===== src/rtl/morph_open_stream_if.sv =====
// Pixel-stream bundle for the 3x3 binary morphology filter.
// Handshake: a pixel moves only on a rising clock edge where iDVAL=1 (no back-pressure);
// an output pixel is present exactly on cycles where oDVAL=1, and oDATA/oFRAME_END are 0 otherwise.
interface morph_open_stream_if;
  logic iDVAL;
  logic iDATA;
  logic iMODE;
  logic iBYPASS;
  logic oDVAL;
  logic oDATA;
  logic oFRAME_END;
  logic oOVF;
  logic dbg_flush;   // 1 while the filter is draining the last W+1 pixels of a frame

  modport slave (
    input  iDVAL, iDATA, iMODE, iBYPASS,
    output oDVAL, oDATA, oFRAME_END, oOVF, dbg_flush
  );

  modport master (
    output iDVAL, iDATA, iMODE, iBYPASS,
    input  oDVAL, oDATA, oFRAME_END, oOVF, dbg_flush
  );
endinterface


===== src/rtl/morph_open_stream.sv =====
// 3x3 binary erode/dilate on a raster-order skin-mask stream.
// The last 2W+2 accepted pixels sit in one shift chain (two line buffers plus the
// window taps), so the window for output j=k-W-1 is complete when pixel k arrives.
// After the last pixel of a frame, W+1 zero pixels are shifted in internally to
// drain the remaining outputs; out-of-frame neighbours are masked to 0.
module morph_open_stream #(
  parameter int W = 320,
  parameter int H = 240
) (
  input  logic               iCLK,
  input  logic               iRST,
  morph_open_stream_if.slave bus
);

  localparam int CW = (W > 1) ? $clog2(W) : 1;
  localparam int RW = (H > 1) ? $clog2(H) : 1;
  localparam int FW = $clog2(W + 1);
  localparam int L  = 2 * W + 2;

  localparam logic [CW-1:0] COL_MAX = CW'(W - 1);
  localparam logic [RW-1:0] ROW_MAX = RW'(H - 1);
  localparam logic [FW-1:0] FL_MAX  = FW'(W);

  typedef enum logic {
    S_RUN   = 1'b0,
    S_FLUSH = 1'b1
  } state_t;

  state_t        state_q, state_d;
  logic [L-1:0]  sr_q, sr_d;
  logic [CW-1:0] in_col_q, in_col_d;
  logic [RW-1:0] in_row_q, in_row_d;
  logic [CW-1:0] out_col_q, out_col_d;
  logic [RW-1:0] out_row_q, out_row_d;
  logic [FW-1:0] fl_cnt_q, fl_cnt_d;
  logic          mode_q, mode_d;
  logic          byp_q, byp_d;
  logic          dval_q, dval_d;
  logic          data_q, data_d;
  logic          fend_q, fend_d;
  logic          ovf_q, ovf_d;

  logic          new_pix;
  logic [8:0]    nb;
  logic [8:0]    present;
  logic          filt;

  // Window taps around centre (out_row, out_col) and the filtered result.
  always_comb begin
    nb      = '0;
    present = '0;
    filt    = 1'b0;
    // row above: up-left, up, up-right
    nb[8] = sr_q[2*W+1];
    nb[7] = sr_q[2*W];
    nb[6] = sr_q[2*W-1];
    // own row: left, centre, right
    nb[5] = sr_q[W+1];
    nb[4] = sr_q[W];
    nb[3] = sr_q[W-1];
    // row below: down-left, down, down-right (the pixel arriving now)
    nb[2] = sr_q[1];
    nb[1] = sr_q[0];
    nb[0] = new_pix;
    present[8] = (out_row_q != '0)     && (out_col_q != '0);
    present[7] = (out_row_q != '0);
    present[6] = (out_row_q != '0)     && (out_col_q != COL_MAX);
    present[5] = (out_col_q != '0);
    present[4] = 1'b1;
    present[3] = (out_col_q != COL_MAX);
    present[2] = (out_row_q != ROW_MAX) && (out_col_q != '0);
    present[1] = (out_row_q != ROW_MAX);
    present[0] = (out_row_q != ROW_MAX) && (out_col_q != COL_MAX);
    if (byp_q) begin
      filt = nb[4];
    end else if (mode_q) begin
      filt = |(nb & present);
    end else begin
      filt = (&present) & (&nb);
    end
  end

  // Next-state: input counting, frame-end flush sequencing and output generation.
  always_comb begin
    state_d   = state_q;
    sr_d      = sr_q;
    in_col_d  = in_col_q;
    in_row_d  = in_row_q;
    out_col_d = out_col_q;
    out_row_d = out_row_q;
    fl_cnt_d  = fl_cnt_q;
    mode_d    = mode_q;
    byp_d     = byp_q;
    dval_d    = 1'b0;
    data_d    = 1'b0;
    fend_d    = 1'b0;
    ovf_d     = 1'b0;
    new_pix   = 1'b0;

    case (state_q)
      S_RUN: begin
        if (bus.iDVAL) begin
          new_pix = bus.iDATA;
          sr_d    = {sr_q[L-2:0], bus.iDATA};
          if ((in_col_q == '0) && (in_row_q == '0)) begin
            mode_d = bus.iMODE;
            byp_d  = bus.iBYPASS;
          end
          // Pixels 0..W have no complete window yet; from pixel W+1 on, one output each.
          if ((in_row_q != '0) && ((in_row_q != RW'(1)) || (in_col_q != '0))) begin
            dval_d = 1'b1;
          end
          if (in_col_q == COL_MAX) begin
            in_col_d = '0;
            if (in_row_q == ROW_MAX) begin
              in_row_d = '0;
              state_d  = S_FLUSH;
              fl_cnt_d = '0;
            end else begin
              in_row_d = in_row_q + RW'(1);
            end
          end else begin
            in_col_d = in_col_q + CW'(1);
          end
        end
      end
      S_FLUSH: begin
        // Inputs arriving while draining are dropped and flagged.
        ovf_d    = bus.iDVAL;
        new_pix  = 1'b0;
        sr_d     = {sr_q[L-2:0], 1'b0};
        dval_d   = 1'b1;
        fl_cnt_d = fl_cnt_q + FW'(1);
        if (fl_cnt_q == FL_MAX) begin
          state_d = S_RUN;
          sr_d    = '0;
        end
      end
      default: state_d = S_RUN;
    endcase

    if (dval_d) begin
      data_d = filt;
      fend_d = (out_row_q == ROW_MAX) && (out_col_q == COL_MAX);
      if (out_col_q == COL_MAX) begin
        out_col_d = '0;
        out_row_d = (out_row_q == ROW_MAX) ? '0 : out_row_q + RW'(1);
      end else begin
        out_col_d = out_col_q + CW'(1);
      end
    end
  end

  // State, line-buffer chain and registered outputs.
  always_ff @(posedge iCLK or posedge iRST) begin
    if (iRST) begin
      state_q   <= S_RUN;
      sr_q      <= '0;
      in_col_q  <= '0;
      in_row_q  <= '0;
      out_col_q <= '0;
      out_row_q <= '0;
      fl_cnt_q  <= '0;
      mode_q    <= 1'b0;
      byp_q     <= 1'b0;
      dval_q    <= 1'b0;
      data_q    <= 1'b0;
      fend_q    <= 1'b0;
      ovf_q     <= 1'b0;
    end else begin
      state_q   <= state_d;
      sr_q      <= sr_d;
      in_col_q  <= in_col_d;
      in_row_q  <= in_row_d;
      out_col_q <= out_col_d;
      out_row_q <= out_row_d;
      fl_cnt_q  <= fl_cnt_d;
      mode_q    <= mode_d;
      byp_q     <= byp_d;
      dval_q    <= dval_d;
      data_q    <= data_d;
      fend_q    <= fend_d;
      ovf_q     <= ovf_d;
    end
  end

  assign bus.oDVAL      = dval_q;
  assign bus.oDATA      = data_q;
  assign bus.oFRAME_END = fend_q;
  assign bus.oOVF       = ovf_q;
  assign bus.dbg_flush  = (state_q == S_FLUSH);

endmodule

===== src/flat_wrapper.sv =====
// flat-port wrapper written by rule: the top's interface ports become plain ports
module morph_open_stream_flat 
#(
  parameter int W = 320,
  parameter int H = 240
)
  (iCLK, iRST, bus_iDVAL, bus_iDATA, bus_iMODE, bus_iBYPASS, bus_oDVAL, bus_oDATA, bus_oFRAME_END, bus_oOVF, bus_dbg_flush);
  morph_open_stream_if bus_i ();
  input  logic iCLK;
  input  logic iRST;
  input wire logic [$bits(bus_i.iDVAL)-1:0] bus_iDVAL;
  input wire logic [$bits(bus_i.iDATA)-1:0] bus_iDATA;
  input wire logic [$bits(bus_i.iMODE)-1:0] bus_iMODE;
  input wire logic [$bits(bus_i.iBYPASS)-1:0] bus_iBYPASS;
  output wire logic [$bits(bus_i.oDVAL)-1:0] bus_oDVAL;
  output wire logic [$bits(bus_i.oDATA)-1:0] bus_oDATA;
  output wire logic [$bits(bus_i.oFRAME_END)-1:0] bus_oFRAME_END;
  output wire logic [$bits(bus_i.oOVF)-1:0] bus_oOVF;
  output wire logic [$bits(bus_i.dbg_flush)-1:0] bus_dbg_flush;
  assign bus_i.iDVAL = bus_iDVAL;
  assign bus_i.iDATA = bus_iDATA;
  assign bus_i.iMODE = bus_iMODE;
  assign bus_i.iBYPASS = bus_iBYPASS;
  assign bus_oDVAL = bus_i.oDVAL;
  assign bus_oDATA = bus_i.oDATA;
  assign bus_oFRAME_END = bus_i.oFRAME_END;
  assign bus_oOVF = bus_i.oOVF;
  assign bus_dbg_flush = bus_i.dbg_flush;
  morph_open_stream #(.W(W), .H(H)) u_core (.iCLK(iCLK), .iRST(iRST), .bus(bus_i));
endmodule

===== config.mk =====
export PLATFORM = sky130hd
export DESIGN_NAME = morph_open_stream_flat
export DESIGN_NICKNAME = d
export VERILOG_FILES = /design/src/rtl/morph_open_stream_if.sv /design/src/rtl/morph_open_stream.sv /design/src/flat_wrapper.sv
export SDC_FILE = /design/constraint.sdc
export NUM_CORES = 1
export LEC_CHECK = 0
export CAP_MARGIN = 20
export CORE_ASPECT_RATIO = 1.2
export CORE_MARGIN = 2
export CORE_UTILIZATION = 45
export CTS_BUF_LIST = sky130_fd_sc_hd__clkbuf_4 sky130_fd_sc_hd__clkbuf_8 sky130_fd_sc_hd__clkbuf_16
export DETAILED_ROUTE_END_ITERATION = 12
export PLACE_DENSITY_LB_ADDON = 0.05
export SYNTH_ARGS = -nofsm -noshare
export SYNTH_HDL_FRONTEND = slang
export SYNTH_SLANG_ARGS = --single-unit

===== constraint.sdc =====
create_clock -name iCLK -period 27.9 [get_ports iCLK]
set_clock_uncertainty 0.2 [all_clocks]
set_input_delay 6.975 -clock iCLK [delete_from_list [all_inputs] [get_ports iCLK]]
set_output_delay 6.975 -clock iCLK [all_outputs]
set_load 0.01 [all_outputs]

==> results.json <==
{
  "port_buffers": 10,
  "cts_tree": "yes",
  "critical-path-top-delay-family": "buffers and inverters",
  "clock_path_buffers": 3,
  "synth.distinct_cells": 48,
  "swShare_pct": 20.6,
  "max_slew_margin_pct": 27.7,
  "core_area_um2": 55900,
  "place_congestion": 0.746,
  "mappedNetlistArea_um2": 25300,
  "cp_cell_sequence": "clkdlybuf4s50_1 -> nand2b_1 -> nand2_4 -> buf_4 -> buf_4 -> buf_4 -> buf_16 -> a22o_1",
  "synth_fp_nets": 1727,
  "ant_nets": 0,
  "drc": 0,
  "grt_pass1_vias": 14500,
  "intPower_w": 0.00157,
  "die_area_um2": 58200,
  "dp_hpwl_mm": 20.0,
  "drv_cap": 0,
  "grt_max_degree": 245,
  "cp-start-kind": "primary input",
  "clkPwrFrac_pct": 46.9,
  "diodes": 0,
  "initial_utilization_pct": 45.3,
  "max_freq_mhz": 91.4,
  "cts_resized": 0,
  "peakVddDrop_mv": 0.0488,
  "slowest_delay_ps": 830,
  "finalCritPeriodShare_pct": 39.2,
  "htree_levels": 3,
  "fp.dieW_um": 221,
  "cp_data_arrival_time_ps": 11260,
  "place_area_um2": 25600,
  "grt_pass1_wl_mm": 74.0,
  "postCtsSetupBuffers": 0,
  "final_common_cell": "dfrtp_1",
  "syn_to_final_growth_pct": 10.3,
  "crit_slowest_cell": "buf_4",
  "leakagePower_nw": 13.5,
  "synth-seq-area-share_pct": 68.4,
  "worst_pin_slew_ps": 1080,
  "cp_common_cell": "buf_4",
  "dr.max_layer_used": "met4",
  "ctsHoldBuffers": 0,
  "period_needed_ps": 10950,
  "ys_ff_latch": 692,
  "finalSetupTns_ps": 0,
  "met2_length_mm": 17.7,
  "overflow": 0,
  "final_cell_mix": "dfrtp_1 (692), a22o_1 (644), clkbuf_16 (71), o21ai_0 (30), nand2_1 (29)",
  "slew_viol_final": 0,
  "insertion_delay_ps": 580,
  "critPathLaunch": "bus_iDVAL",
  "fin_area_um2": 27900,
  "num-fill-cells": 4758,
  "min_from": "u_core.sr_q[211]",
  "vias": 14100,
  "viasPerCell": 5.78,
  "wl_met1_mm": 21.6,
  "crit_path_max_fanout": 95,
  "grt_use_total_pct": 14.9,
  "wl_met3_mm": 1.42,
  "antenna_found_initial": 0,
  "cts-root-buf": "clkbuf_16",
  "drt_wl_total_mm": 41.7,
  "drive_gt1_share_pct": 9.09,
  "syn_inst": 1710,
  "hold_class": "flop to flop",
  "worstSetupEndpointType": "flop",
  "grt_setup_unrepaired": "no",
  "async_flop_share_pct": 100,
  "num_io_pins": 11,
  "seqPwrFrac_pct": 51.3,
  "reg2reg_from": "u_core.bus.dbg_flush",
  "cellPowerDensity_nw_per_um2": 70.9,
  "syn_area_per_cell_um2": 14.8,
  "ys_warn_count": 0,
  "path_class": "primary input to flop",
  "setup_viol": 0,
  "cts_sinks": 692,
  "nets": 1685,
  "num_rows": 95,
  "path_clk_slew_ps": 60,
  "wl_per_cell_um": 17.1,
  "status": "finished clean",
  "pwr-share-comb_pct": 1.8,
  "dr.pass1.iters": 5,
  "cp.required_ps": 28210,
  "cts_buffers": 71,
  "drt-initial-drc-count": 1276,
  "finalHoldViolations": 0,
  "synth-main-ff-cell": "dfrtp_1",
  "die_h_um": 264,
  "switchingPower_w": 0.000407,
  "synth_edf_count": 0,
  "timing.critical_path.buf_inv": 5
}
## worst paths after layout
path	slack, ps	depth (start not counted)	to
min in group asynchronous	6770	2	u_core.sr_q[494]
hold / removal	280	1	u_core.sr_q[212]
setup / recovery	16950	8	u_core.sr_q[468]
max in group asynchronous	18560	4	u_core.sr_q[336]
setup reg to reg	23210	7	u_core.sr_q[468]
hold reg to reg	280	1	u_core.sr_q[212]
## registers in the layout, indices dropped and copies added, names as in the netlist
| name | flops |
|---|---|
| u_core.sr_q | 642 |
| u_core.fl_cnt_q | 9 |
| u_core.in_col_q | 9 |
| u_core.out_col_q | 9 |
| u_core.in_row_q | 8 |
| u_core.out_row_q | 8 |
| u_core.bus.dbg_flush | 1 |
| u_core.bus.oDATA | 1 |
| u_core.bus.oDVAL | 1 |
| u_core.bus.oFRAME_END | 1 |
| u_core.bus.oOVF | 1 |
| u_core.byp_q | 1 |
| u_core.mode_q | 1 |
## final cells by class
type                       count  area [um2]  area share [%]
inverter                      21        86.3           0.309
tap                          727         910            3.26
timing repair buffer          32         363            1.30
clock inverter                16         161           0.578
clock buffer                 106        2130            7.63
multi-input combinational    850        6970            25.0
sequential                   692       17300            62.0
## cell usage after synthesis, types with 2 or more instances
cell type | n | share of area, %
dfrtp_1 | 692 | 68
a22o_1 | 644 | 22
clkbuf_1 | 76 | 1.1
buf_6 | 55 | 2.4
nand2_1 | 30 | 0.44
o21ai_0 | 30 | 0.59
inv_1 | 20 | 0.30
nor2_1 | 17 | 0.25
nand4_1 | 12 | 0.30
buf_2 | 11 | 0.22
ha_1 | 11 | 0.54
xnor2_1 | 10 | 0.35
nand3_1 | 9 | 0.18
nor3_1 | 9 | 0.18
o31ai_1 | 9 | 0.27
a31oi_1 | 8 | 0.20
and3_1 | 6 | 0.15
nand2b_1 | 6 | 0.15
buf_1 | 5 | 0.074
nor4_1 | 5 | 0.12
a21o_1 | 4 | 0.12
a21oi_1 | 4 | 0.079
mux2_2 | 3 | 0.13
nor2b_1 | 3 | 0.074
o41ai_1 | 3 | 0.10
mux2i_1 | 2 | 0.079
o211ai_1 | 2 | 0.059
or3_1 | 2 | 0.049
or4_1 | 2 | 0.059
xor2_1 | 2 | 0.069
## worst reg2reg max path, stage by stage, from the launching register on
cell and delay [ps]:
dfrtp_1 710, o21ai_1 280, nand2_4 670, buf_4 810, buf_4 900, buf_4 490
buf_16 330, a22o_1 240
## metal layers
layer,vias to the layer above,global-route usage (%)
met2,172,20.5
met5,-,0
met1,7420,23.6
met3,69,2.67
li1,6477,-
met4,0,5.55
## power by group through the flow
| stage | Clock, W | Combinational [W] | Sequential (W) |
|---|---|---|---|
| CTS | 0.000966 | 0.0000366 | 0.00102 |
| finish | 0.000928 | 0.0000350 | 0.00102 |
| detailed placement | 0 | 0.0000364 | 0.00103 |
| global route | 0.00101 | 0.0000420 | 0.00102 |
| global placement | 0 | 0.0000353 | 0.00103 |
| floorplan | 0 | 0.0000261 | 0.00103 |
## cells by family after synthesis
| kind of cell | count (synthesis) | share of synthesized area (%) |
|---|---|---|
| AND/OR/NAND/NOR | 112 | 2.43 |
| buffers and inverters | 168 | 4.17 |
| adder cells (fa/ha/maj) | 11 | 0.543 |
| flip-flops | 692 | 68.4 |
| AO/OA/AOI/OAI | 710 | 23.9 |
| multiplexers | 5 | 0.212 |
| XOR/XNOR | 12 | 0.415 |
## per-stage QoR
stage | hold WS (ps) | setup WS (ps) | std cells | util, % | power [W]
after detailed placement | 275 | 16090 | 2319 | 45.8 | 0.00107
after floorplan | 244 | 1320 | 1710 | - | 0.00106
after CTS | 280 | 16710 | 2441 | 49.9 | 0.00202
after global placement | 264 | 16200 | 2319 | 45.8 | 0.00107
after global routing | 293 | 16580 | 2444 | 50.0 | 0.00207
final | 279 | 16950 | 2444 | 50.0 | 0.00198
Note: power is estimated with default switching activity, not from simulation.
